$ cat config.mk
export PLATFORM = sky130hd
export DESIGN_NAME = conv2d_stride_engine
export DESIGN_NICKNAME = d
export VERILOG_FILES = /design/src/rtl/conv2d_stride_engine.sv
export SDC_FILE = /design/constraint.sdc
export NUM_CORES = 1
export LEC_CHECK = 0
export CAP_MARGIN = 20
export CORE_AREA = 5 5 185 187
export DETAILED_ROUTE_END_ITERATION = 12
export DIE_AREA = 0 0 190 192
export DONT_BUFFER_PORTS = 1
export HOLD_SLACK_MARGIN = 0.06
export MAX_ROUTING_LAYER = met4
export PLACE_DENSITY = 0.53
export SETUP_SLACK_MARGIN = 0.02
export SKIP_LAST_GASP = 1
export SLEW_MARGIN = 20
export SYNTH_ARGS = -nofsm -noshare
export SYNTH_HDL_FRONTEND = slang
export SYNTH_SLANG_ARGS = --single-unit
export TNS_END_PERCENT = 20
$ cat constraint.sdc
create_clock -name clock -period 8.62 [get_ports clock]
set_clock_uncertainty 0.2 [all_clocks]
set_input_delay 0.862 -clock clock [delete_from_list [all_inputs] [get_ports clock]]
set_output_delay 0.862 -clock clock [all_outputs]
set_load 0.05 [all_outputs]
$ cat src/rtl/conv2d_stride_engine.sv
// rtl/conv2d_stride_engine.sv - strided 2-D convolution, one sequential MAC, valid/ready output stream
// Optional CONV2D_RELU_EN clamps negative results to zero after shift and saturation.
module conv2d_stride_engine #(
  parameter int IMG    = 7,
  parameter int KER    = 3,
  parameter int STRIDE = 1,
  parameter int WIDTH  = 8,
  parameter int SHIFT  = 0,
  localparam int ODIM  = (IMG - KER) / STRIDE + 1,
  localparam int OW    = $clog2(ODIM + 1)
) (
  input  logic                    clock,
  input  logic                    nreset,
  input  logic                    start,
  input  logic signed [WIDTH-1:0] img [IMG][IMG],
  input  logic signed [WIDTH-1:0] kernel [KER][KER],
  output logic                    busy,
  output logic                    out_valid,
  input  logic                    out_ready,
  output logic signed [WIDTH-1:0] out_data,
  output logic [OW-1:0]           out_row,
  output logic [OW-1:0]           out_col,
  output logic                    done
);

  localparam int ACC_W = 2 * WIDTH + $clog2(KER * KER);
  localparam int RW    = (IMG > 1) ? $clog2(IMG) : 1;
  localparam int KW    = (KER > 1) ? $clog2(KER) : 1;
  localparam logic signed [ACC_W-1:0] SAT_MAX = ACC_W'((2 ** (WIDTH - 1)) - 1);
  localparam logic signed [ACC_W-1:0] SAT_MIN = ~SAT_MAX;

  typedef enum logic [1:0] {S_IDLE, S_MAC, S_OUT, S_FIN} state_t;

  state_t                   state, state_nx;
  logic [OW-1:0]            oi, oj;
  logic [KW-1:0]            ki, kj;
  logic signed [ACC_W-1:0]  acc;
  logic signed [ACC_W-1:0]  shifted;
  logic signed [2*WIDTH-1:0] prod;
  logic signed [WIDTH-1:0]  sat;
  logic [RW-1:0]            r_idx, c_idx;
  logic                     kj_last, ki_last, last_tap, oj_last, last_win;

  assign kj_last  = (kj == KW'(KER - 1));
  assign ki_last  = (ki == KW'(KER - 1));
  assign last_tap = kj_last && ki_last;
  assign oj_last  = (oj == OW'(ODIM - 1));
  assign last_win = oj_last && (oi == OW'(ODIM - 1));

  assign r_idx = RW'(32'(oi) * STRIDE + 32'(ki));
  assign c_idx = RW'(32'(oj) * STRIDE + 32'(kj));
  assign prod  = img[r_idx][c_idx] * kernel[ki][kj];

  always_ff @(posedge clock or negedge nreset) begin
    if (!nreset) state <= S_IDLE;
    else         state <= state_nx;
  end

  always_comb begin
    state_nx = state;
    case (state)
      S_IDLE:  if (start) state_nx = S_MAC;
      S_MAC:   if (last_tap) state_nx = S_OUT;
      S_OUT:   if (out_ready) state_nx = last_win ? S_FIN : S_MAC;
      S_FIN:   state_nx = S_IDLE;
      default: state_nx = S_IDLE;
    endcase
  end

  always_ff @(posedge clock or negedge nreset) begin
    if (!nreset) begin
      acc <= '0;
      oi  <= '0;
      oj  <= '0;
      ki  <= '0;
      kj  <= '0;
    end else begin
      case (state)
        S_IDLE: if (start) begin
          acc <= '0;
          oi  <= '0;
          oj  <= '0;
          ki  <= '0;
          kj  <= '0;
        end
        S_MAC: begin
          acc <= acc + ACC_W'(prod);
          if (kj_last) begin
            kj <= '0;
            ki <= ki_last ? '0 : ki + KW'(1);
          end else begin
            kj <= kj + KW'(1);
          end
        end
        // the last window keeps its coordinates so FIN still reports them
        S_OUT: if (out_ready && !last_win) begin
          acc <= '0;
          ki  <= '0;
          kj  <= '0;
          if (oj_last) begin
            oj <= '0;
            oi <= oi + OW'(1);
          end else begin
            oj <= oj + OW'(1);
          end
        end
        default: ;
      endcase
    end
  end

  assign shifted = acc >>> SHIFT;

  always_comb begin
    sat = shifted[WIDTH-1:0];
    if (shifted > SAT_MAX)      sat = SAT_MAX[WIDTH-1:0];
    else if (shifted < SAT_MIN) sat = SAT_MIN[WIDTH-1:0];
`ifdef CONV2D_RELU_EN
    if (sat[WIDTH-1]) sat = '0;
`else
    sat = sat;
`endif
  end

  assign busy      = (state == S_MAC) || (state == S_OUT);
  assign out_valid = (state == S_OUT);
  assign done      = (state == S_FIN);
  assign out_data  = (state == S_OUT) ? sat : '0;
  assign out_row   = oi;
  assign out_col   = oj;

endmodule

-- Word level (Yosys, flattened, before mapping)
Index checks and enable logic that the tools add are counted.
- input port bits: 468
- register bits after elaboration: 32
- reductions and logical operators: 13
- bitwise gates (word level): 4
- add/subtract/negate cells: 7
- muxes and demuxes: 37
- equality and inequality tests: 13
- multiply operators: 1
- $lt $le $gt $ge: 6
- operators by type and width (kind ; number):
    $bmux W56 S3 ; 1
    $mux W56 ; 2
    $pmux W20 S3 ; 1
    $mux W8 ; 7
    $bmux W24 S2 ; 1
    $mux W24 ; 2
    $mux W20 ; 2
    $bmux W8 S3 ; 1
    $add A20 B16 Y20 ; 1
    $gt A20 B8 Y1 const B ; 1
    $lt A20 B8 Y1 const B ; 1
    $mux W2 ; 9
    $bmux W8 S2 ; 1
    $mul A8 B8 Y16 ; 1
    $mux W3 ; 5
    $pmux W2 S3 ; 2
    $pmux W3 S2 ; 2
    $reduce_and A3 Y1 ; 3
    $eq A2 B2 Y1 const B ; 4
    $ge A4 B4 Y1 const B ; 2
    $not A3 Y4 ; 2
    $pmux W2 S4 ; 1
    $reduce_and A4 Y1 ; 2
    $add A3 B1 Y3 const B ; 2
    other kinds (14) ; 25

-- Logic depth before layout (Yosys ltp)
Gate-level depths: netlist of the first run.
- depth in word-level cells: 11
- mapped depth: 31

-- Worst setup path before layout of the first run
OpenSTA, ideal clock, no wires.
- path kind: reg-to-reg
- start point: register ki[1]
- end point: register acc[16]
- required time: 8.298 ns
- period minus slack after synthesis: 8.008 ns
- cell stages (with the launch flop): 26
- setup time: 0.122 ns
- buffers on the path: 6
- path slack: 0.612 ns
- data arrival time: 7.687 ns
- path through: dfrtp_1 > buf_2 > buf_2 > buf_2 > inv_1 > fa_1 > xor2_2 > buf_6 > buf_6 > nor3b_1 > o22ai_1 > o211ai_1 > o211ai_2 > buf_6 > nor2b_1 > fa_1 > fa_1 > fa_1 > fa_1 > ha_1 > ha_1 > or3_1 > o32ai_1 > a211oi_1 > or3_1 > a32o_1
- cells in the longest elaborated chain, start to end: 11
- ends and longest elaborated chain (what ; line ; text):
    from (decl) ; 36 ; logic [KW-1:0] ki, kj;
    from (signal assigned) ; 90 ; ki <= ki_last ? '0 : ki + KW'(1);
    $add A3 B2 Y3 ; 50 ; assign r_idx = RW'(32'(oi) * STRIDE + 32'(ki));
    $not A3 Y4 (not written as such) ; 52 ; assign prod = img[r_idx][c_idx] * kernel[ki][kj];
    $bmux W56 S3 ; 52 ;
    $mux W56 (not written as such) (2 in a row) ; 52 ;
    $bmux W8 S3 ; 52 ;
    $mux W8 (not written as such) (2 in a row) ; 52 ;
    $mul A8 B8 Y16 (*) ; 52 ;
    $add A20 B16 Y20 (*) ; 87 ; acc <= acc + ACC_W'(prod);
    $pmux W20 S3 (*) ; 78 ; case (state)
    to (signal assigned) ; 87 ;
    to (decl) ; 37 ; logic signed [ACC_W-1:0] acc;
Mark *: on every way between the ends. The rest lies on a longest branch, timed or not. The select of a mux whose other input is x is not followed.
A chain may end at the register's enable or synchronous reset.

-- Worst setup path after layout of the first run
- start point: register oi[0] (netlist: out_row[0])
- end point: register acc[16]
- cells in the longest elaborated chain, start to end: 11
- ends and longest elaborated chain (what ; line ; text):
    from (decl) ; 35 ; logic [OW-1:0] oi, oj;
    from (signal assigned) ; 102 ; oi <= oi + OW'(1);
    $add A3 B2 Y3 ; 50 ;
    $not A3 Y4 (not written as such) ; 52 ;
    $bmux W56 S3 ; 52 ;
    $mux W56 (not written as such) (2 in a row) ; 52 ;
    $bmux W8 S3 ; 52 ;
    $mux W8 (not written as such) (2 in a row) ; 52 ;
    $mul A8 B8 Y16 ; 52 ;
    $add A20 B16 Y20 ; 87 ;
    $pmux W20 S3 ; 78 ;
Several ways; a longest one is shown, not always the timed one. The select of a mux whose other input is x is not followed.

==> results of run 1 <==
==> cells in the final DEF (no fill, tap or decap), types with 26 or more instances in the layout <==
cell / instances
nor2_1: 70
nand2_1: 73
inv_1: 120
mux4_2: 53
a31oi_1: 26
o22ai_1: 26
buf_4: 33
mux2i_1: 52
fa_1: 90
diode_2: 31
a21oi_1: 37
o21ai_0: 79
ha_1: 54
dfrtp_1: 32
==> layer usage <==
metal / global-route usage (%) / routed length (um)
met4: 8.792 / 1953
met3: 5.762 / 4894
met1: 31.82 / 18140
met5: - / 0
met2: 45.84 / 24420
==> synth_stat cells, types with 13 or more instances <==
cell type / number / area share (%)
a21oi_1: 37 / 1.9
a31oi_1: 26 / 1.7
mux2_2: 17 / 2.0
a21o_1: 25 / 2.0
nor3b_1: 16 / 1.3
and2_1: 13 / 0.85
o211ai_1: 20 / 1.6
a221oi_1: 17 / 1.6
mux4_2: 53 / 13
nand3_1: 19 / 1.0
inv_1: 120 / 4.7
fa_1: 91 / 19
nand2b_1: 22 / 1.4
nor2_1: 70 / 2.8
nand2_1: 73 / 2.9
o22ai_1: 26 / 1.7
dfrtp_1: 32 / 8.4
o21ai_0: 79 / 4.2
mux2i_1: 52 / 5.5
ha_1: 55 / 7.2
buf_2: 22 / 1.2
clkbuf_1: 24 / 0.95
==> cell families (layout without fill, tap and decap cells) <==
family / after synthesis / in the layout / share of synthesized area [%]
and+or+nand+nor: 256 / 256 / 13.16
other: 0 / 31 / 0
muxes: 125 / 125 / 20.86
xor gates and xnor gates: 20 / 20 / 1.999
DFF: 32 / 32 / 8.417
buffers and inverters: 189 / 168 / 9.008
AOI/OAI and AO/OA: 284 / 284 / 20.17
adders and majority gates: 146 / 146 / 26.38
==> state kept, by name, indices dropped and copies added (netlist names) <==
| register | count |
|---|---|
| acc | 20 |
| out_col | 3 |
| out_row | 3 |
| ki | 2 |
| kj | 2 |
| state | 2 |
==> path summary, 6_finish.rpt <==
check                                start    endpoint  slack [ps]
worst max-delay path            out_row[0]     acc[16]         540
worst min-delay path                nreset      acc[4]          70
worst max register to register  out_row[0]     acc[16]         540
worst min register to register      acc[0]      acc[0]         330
max in group asynchronous           nreset  out_row[2]        8050
min in group clock                  acc[0]      acc[0]         330
==> area by class of cell <==
class                   count  area share, %
clock inverters             2        0.09723
inverters                 122          4.448
repair buffers             38          3.379
flip-flops and latches     32          7.778
clock buffers               6          1.349
well taps                 442          5.372
diodes                     31         0.7535
multi-input cells         831          76.82
==> critical path, cell delays in order, from the launching register on <==
cell and delay, ps:
dfrtp_1 380, ha_4 140, inv_1 40, fa_2 850
buf_4 290, mux4_2 340, o21ai_0 200, o21ai_0 230
o311ai_2 740, nand2_1 160, fa_1 480, fa_1 500
inv_1 50, fa_1 450, fa_1 500, inv_1 50
fa_1 520, inv_1 50, ha_1 310, o211ai_1 190
a21oi_1 80, o32ai_1 480, a211oi_1 150, or3_1 330
a32o_1 240
==> through the flow <==
stage	std cells	utilization, %	hold WS (ps)	cell area, um^2	worst slack (ps)
6_report	1504	31.88	71.34	10290	540.0
5_1_grt	1493	31.80	65.22	10270	117.0
4_1_cts	1473	31.64	68.72	10220	532.7
3_5_place_dp	1465	31.18	319.9	10070	573.8
3_3_place_gp	1465	31.18	304.8	10070	653.6
2_1_floorplan	1052	-	271.3	9514	611.6
==> flow_metrics.py, run 1 <==
metrics = {
    "die": {
        "rows": 66,
        "ios": 485,
        "die_w_um": 190,
        "dieArea_um2": 36480,
        "core-area_um2": 32290,
        "initial_core_util_pct": 29.47,
        "die_h_um": 192,
    },
    "setup_path": {
        "worstPathMaxFanout": 13,
        "worstSetupEndpointType": "flip-flop",
        "start_kind": "flip-flop",
        "critPathKind": "flip-flop to flip-flop",
        "r2r_cells": 24,
        "crit_arrival_ps": 8050,
        "critPathRequiredTime_ps": 8590,
    },
    "synth": {
        "synth_edf_count": 0,
        "yosys_register_bits": 32,
        "ys_seq_area_share_pct": 8.417,
        "avgSynthCellArea_um2": 9.044,
        "yosys_most_used_dff": "dfrtp_1",
        "synthArstFlopShare_pct": 100.0,
        "ys.warnings.count": 0,
        "synth_area_um2": 9514,
        "syn_inst": 1052,
        "syn_nets": 1666,
        "synth_cell_type_count": 63,
    },
    "layout": {
        "fillers": 3396,
        "layout.nets": 1644,
        "seqCellArea_um2": 800.8,
        "drive_gt1_share_pct": 13.58,
        "multi_input_area_um2": 7909,
        "areaGrowthSynthToFinish_pct": 8.206,
    },
    "clock_network": {
        "clock_latency_ps": 280,
        "cts-hold-fix-buffers": 0,
        "htreeDepth": 2,
        "clk_path_buf_depth": 2,
        "cts_tree": "yes",
        "root_buffer": "clkbuf_16",
        "post_cts_resized": 0,
        "post-cts-setup-buffers": 0,
        "cts_inserted_buffers": 5,
        "clk_pin_slew_ps": 60,
        "clock-sinks": 32,
    },
    "grt": {
        "antenna_found_initial": 48,
        "globalRouteOverflowTotal": 0,
        "grt_pass1_wl_um": 68230,
        "grt_pass1_vias": 8976,
        "grt_max_degree": 86,
        "globalRouteTotalUtil_pct": 26.89,
    },
    "drt": {
        "drc_errors": 0,
        "wl_per_cell_um": 32.85,
        "via_per_inst": 5.852,
        "num_vias": 8802,
        "ant_nets": 0,
        "routed_wirelength_um": 49410,
        "drtIter0Drc": 837,
        "dr.pass1.iters": 5,
    },
    "run_status": {
        "status": "complete, no violations",
    },
    "place": {
        "gp_congestion": 1.006,
        "io_buffers": 0,
        "dp_hpwl_um": 44420,
    },
    "sta": {
        "finalSetupTns_ps": 0,
        "finalCritPeriodShare_pct": 93.74,
        "max-slew-margin-rel_pct": 30.50,
        "rsz0062_at_grt": "no",
        "worst_pin_slew_ps": 1043,
        "fin_crit_ps": 8080,
        "drv_slew": 0,
        "fmaxAchievable_mhz": 123.8,
        "setup_violations": 0,
        "hold_violations": 0,
    },
    "worst_hold_path": {
        "holdCritPathClass": "primary input to async pin",
    },
    "run": {
        "cap_violations": 0,
    },
}
Power of run 1 is left out: the tool's default activity adds up to more than one toggle a clock period on the data nets, which glitch-free logic cannot reach.
==> run 2, diff against run 1 <==
HOLD_SLACK_MARGIN = 0.12   (was 0.06)
MAX_ROUTING_LAYER = unset   (was met4)
==> flow_metrics.py, run 2 (synthesized netlist as in run 1, its figures left out) <==
metrics = {
    "setup_path": {
        "critPathRequiredTime_ps": 8590,
        "cp.buffers_inverters": 5,
        "crit_arrival_ps": 8030,
        "worstPathMaxFanout": 14,
        "critPathMostFrequentCell": "fa_1",
        "max_stage_delay_ps": 860,
        "path_cells": "ha_4 -> inv_1 -> fa_2 -> buf_4 -> mux4_2 -> o21ai_0 -> o21ai_0 -> o311ai_4 -> nand2_1 -> fa_1 -> fa_1 -> inv_1 -> fa_1 -> fa_1 -> inv_1 -> fa_1 -> inv_1 -> ha_1 -> o211ai_1 -> a21oi_1 -> o32ai_1 -> a211oi_1 -> or3_1 -> a32o_1",
        "slowest_stage": "fa_2",
        "critPathKind": "flip-flop to flip-flop",
        "start_kind": "flip-flop",
        "cp_top_family": "adder cells",
        "worstSetupEndpointType": "flip-flop",
    },
    "run_status": {
        "status": "complete, no violations",
    },
    "clock_network": {
        "cts_inserted_buffers": 5,
        "post-cts-setup-buffers": 0,
        "htreeDepth": 2,
        "clk_pin_slew_ps": 60,
        "root_buffer": "clkbuf_16",
        "clk_path_buf_depth": 2,
        "clock_latency_ps": 280,
        "clock-sinks": 32,
        "cts_tree": "yes",
    },
    "sta": {
        "max-slew-margin-rel_pct": 33.50,
        "hold_violations": 0,
        "worst_pin_slew_ps": 993.9,
        "fmaxAchievable_mhz": 124.0,
        "finalSetupTns_ps": 0,
        "drv_slew": 0,
        "timing.hold.ws_ps": 211.1,
        "finalCritPeriodShare_pct": 93.55,
        "rsz0062_at_grt": "no",
        "setup_violations": 0,
        "fin_crit_ps": 8064,
    },
    "place": {
        "io_buffers": 0,
        "dp_hpwl_um": 44080,
        "gp_congestion": 0.9880,
    },
    "grt": {
        "grt_pass1_vias": 8798,
        "grt_max_degree": 71,
        "globalRouteTotalUtil_pct": 25.82,
        "grt_pass1_wl_um": 67010,
        "antenna_found_initial": 53,
        "globalRouteOverflowTotal": 0,
    },
    "die": {
        "ios": 485,
        "initial_core_util_pct": 29.47,
        "die_w_um": 190,
        "dieArea_um2": 36480,
        "rows": 66,
        "die_h_um": 192,
        "core-area_um2": 32290,
    },
    "drt": {
        "routed_wirelength_um": 49320,
        "wl_per_cell_um": 32.66,
        "drc_errors": 0,
        "via_per_inst": 5.860,
        "drtIter0Drc": 766,
        "ant_nets": 0,
        "dr.pass1.iters": 5,
        "num_vias": 8848,
    },
    "layout": {
        "drive_gt1_share_pct": 14.00,
        "final_cell_mix": "inv_1, fa_1, o21ai_0",
        "layout_commonest_cell": "inv_1",
        "largest_reg_flops": 20,
        "top_register": "acc",
        "layout.nets": 1649,
        "areaGrowthSynthToFinish_pct": 9.061,
    },
    "worst_hold_path": {
        "holdCritPathClass": "primary input to async pin",
    },
    "run": {
        "cap_violations": 0,
    },
}
-- run 2: cell count changes in the layout (fill, tap and decap cells not counted) --
cell        before  now
buf_4           33   37
bufinv_16        0    1
clkbuf_8         1    0
diode_2         31   32
o311ai_2         7    6
o311ai_4         0    1
clkinvlp_4       0    1
buf_12           5    6
clkinv_2         2    1
-- run 2: area by class of cell --
class                           count  area (um^2)
Clock buffer                        5        125.1
Tap cell                          442        553.0
Timing Repair Buffer               43        397.9
Multi-Input combinational cell    831         7919
Fill cell                        3379        21910
Clock inverter                      3        42.54
Antenna cell                       32        80.08
Inverter                          122        457.9
Sequential cell                    32        800.8
-- run 2: per-stage QoR --
| step | cell area, um^2 | utilization (%) | instances | setup WS, ps |
|---|---|---|---|---|
| 6_report | 10380 | 32.14 | 1510 | 555.8 |
| 5_1_grt | 10340 | 32.03 | 1496 | 131.2 |
| 4_1_cts | 10290 | 31.86 | 1478 | 442.0 |
| 3_5_place_dp | 10100 | 31.28 | 1469 | 508.1 |
| 3_3_place_gp | 10100 | 31.28 | 1469 | 546.9 |
| 2_1_floorplan | 9514 | - | 1052 | 611.6 |
-- run 2: routing by layer --
| metal | global-route usage (%) | up-vias | share of wire (%) |
|---|---|---|---|
| li1 | - | 3808 | - |
| met1 | 31.58 | 4343 | 37 |
| met2 | 43.71 | 582 | 49 |
| met3 | 5.634 | 99 | 9.2 |
| met4 | 11.57 | 16 | 4.3 |
| met5 | 0 | - | 0.24 |
-- run 2: worst paths after layout --
kind / to / slack, ps / startpoint / cells after the start
max: acc[16] / 560 / out_row[0] / 24
min: acc[3] / 210 / nreset / 1
max reg2reg: acc[16] / 560 / out_row[0] / 24
min reg2reg: acc[0] / 330 / acc[0] / 2
max in group asynchronous: out_row[2] / 7820 / nreset / 1
min in group clock: acc[0] / 330 / acc[0] / 2
-- run 2: timing repair --
item,4_1_cts,5_1_grt
endpoints found under the setup margin,0,3
hold buffers,1,0
endpoints found under the hold margin,32,0
gates resized for setup,0,1
Power of run 2 is left out for the same reason.
==> run 3, diff against run 2 <==
CAP_MARGIN = unset   (was 20)
==> results of run 3 <==
Same layout as run 2: the final DEF is identical, and so are final timing and power.
Power of run 3 is left out for the same reason.
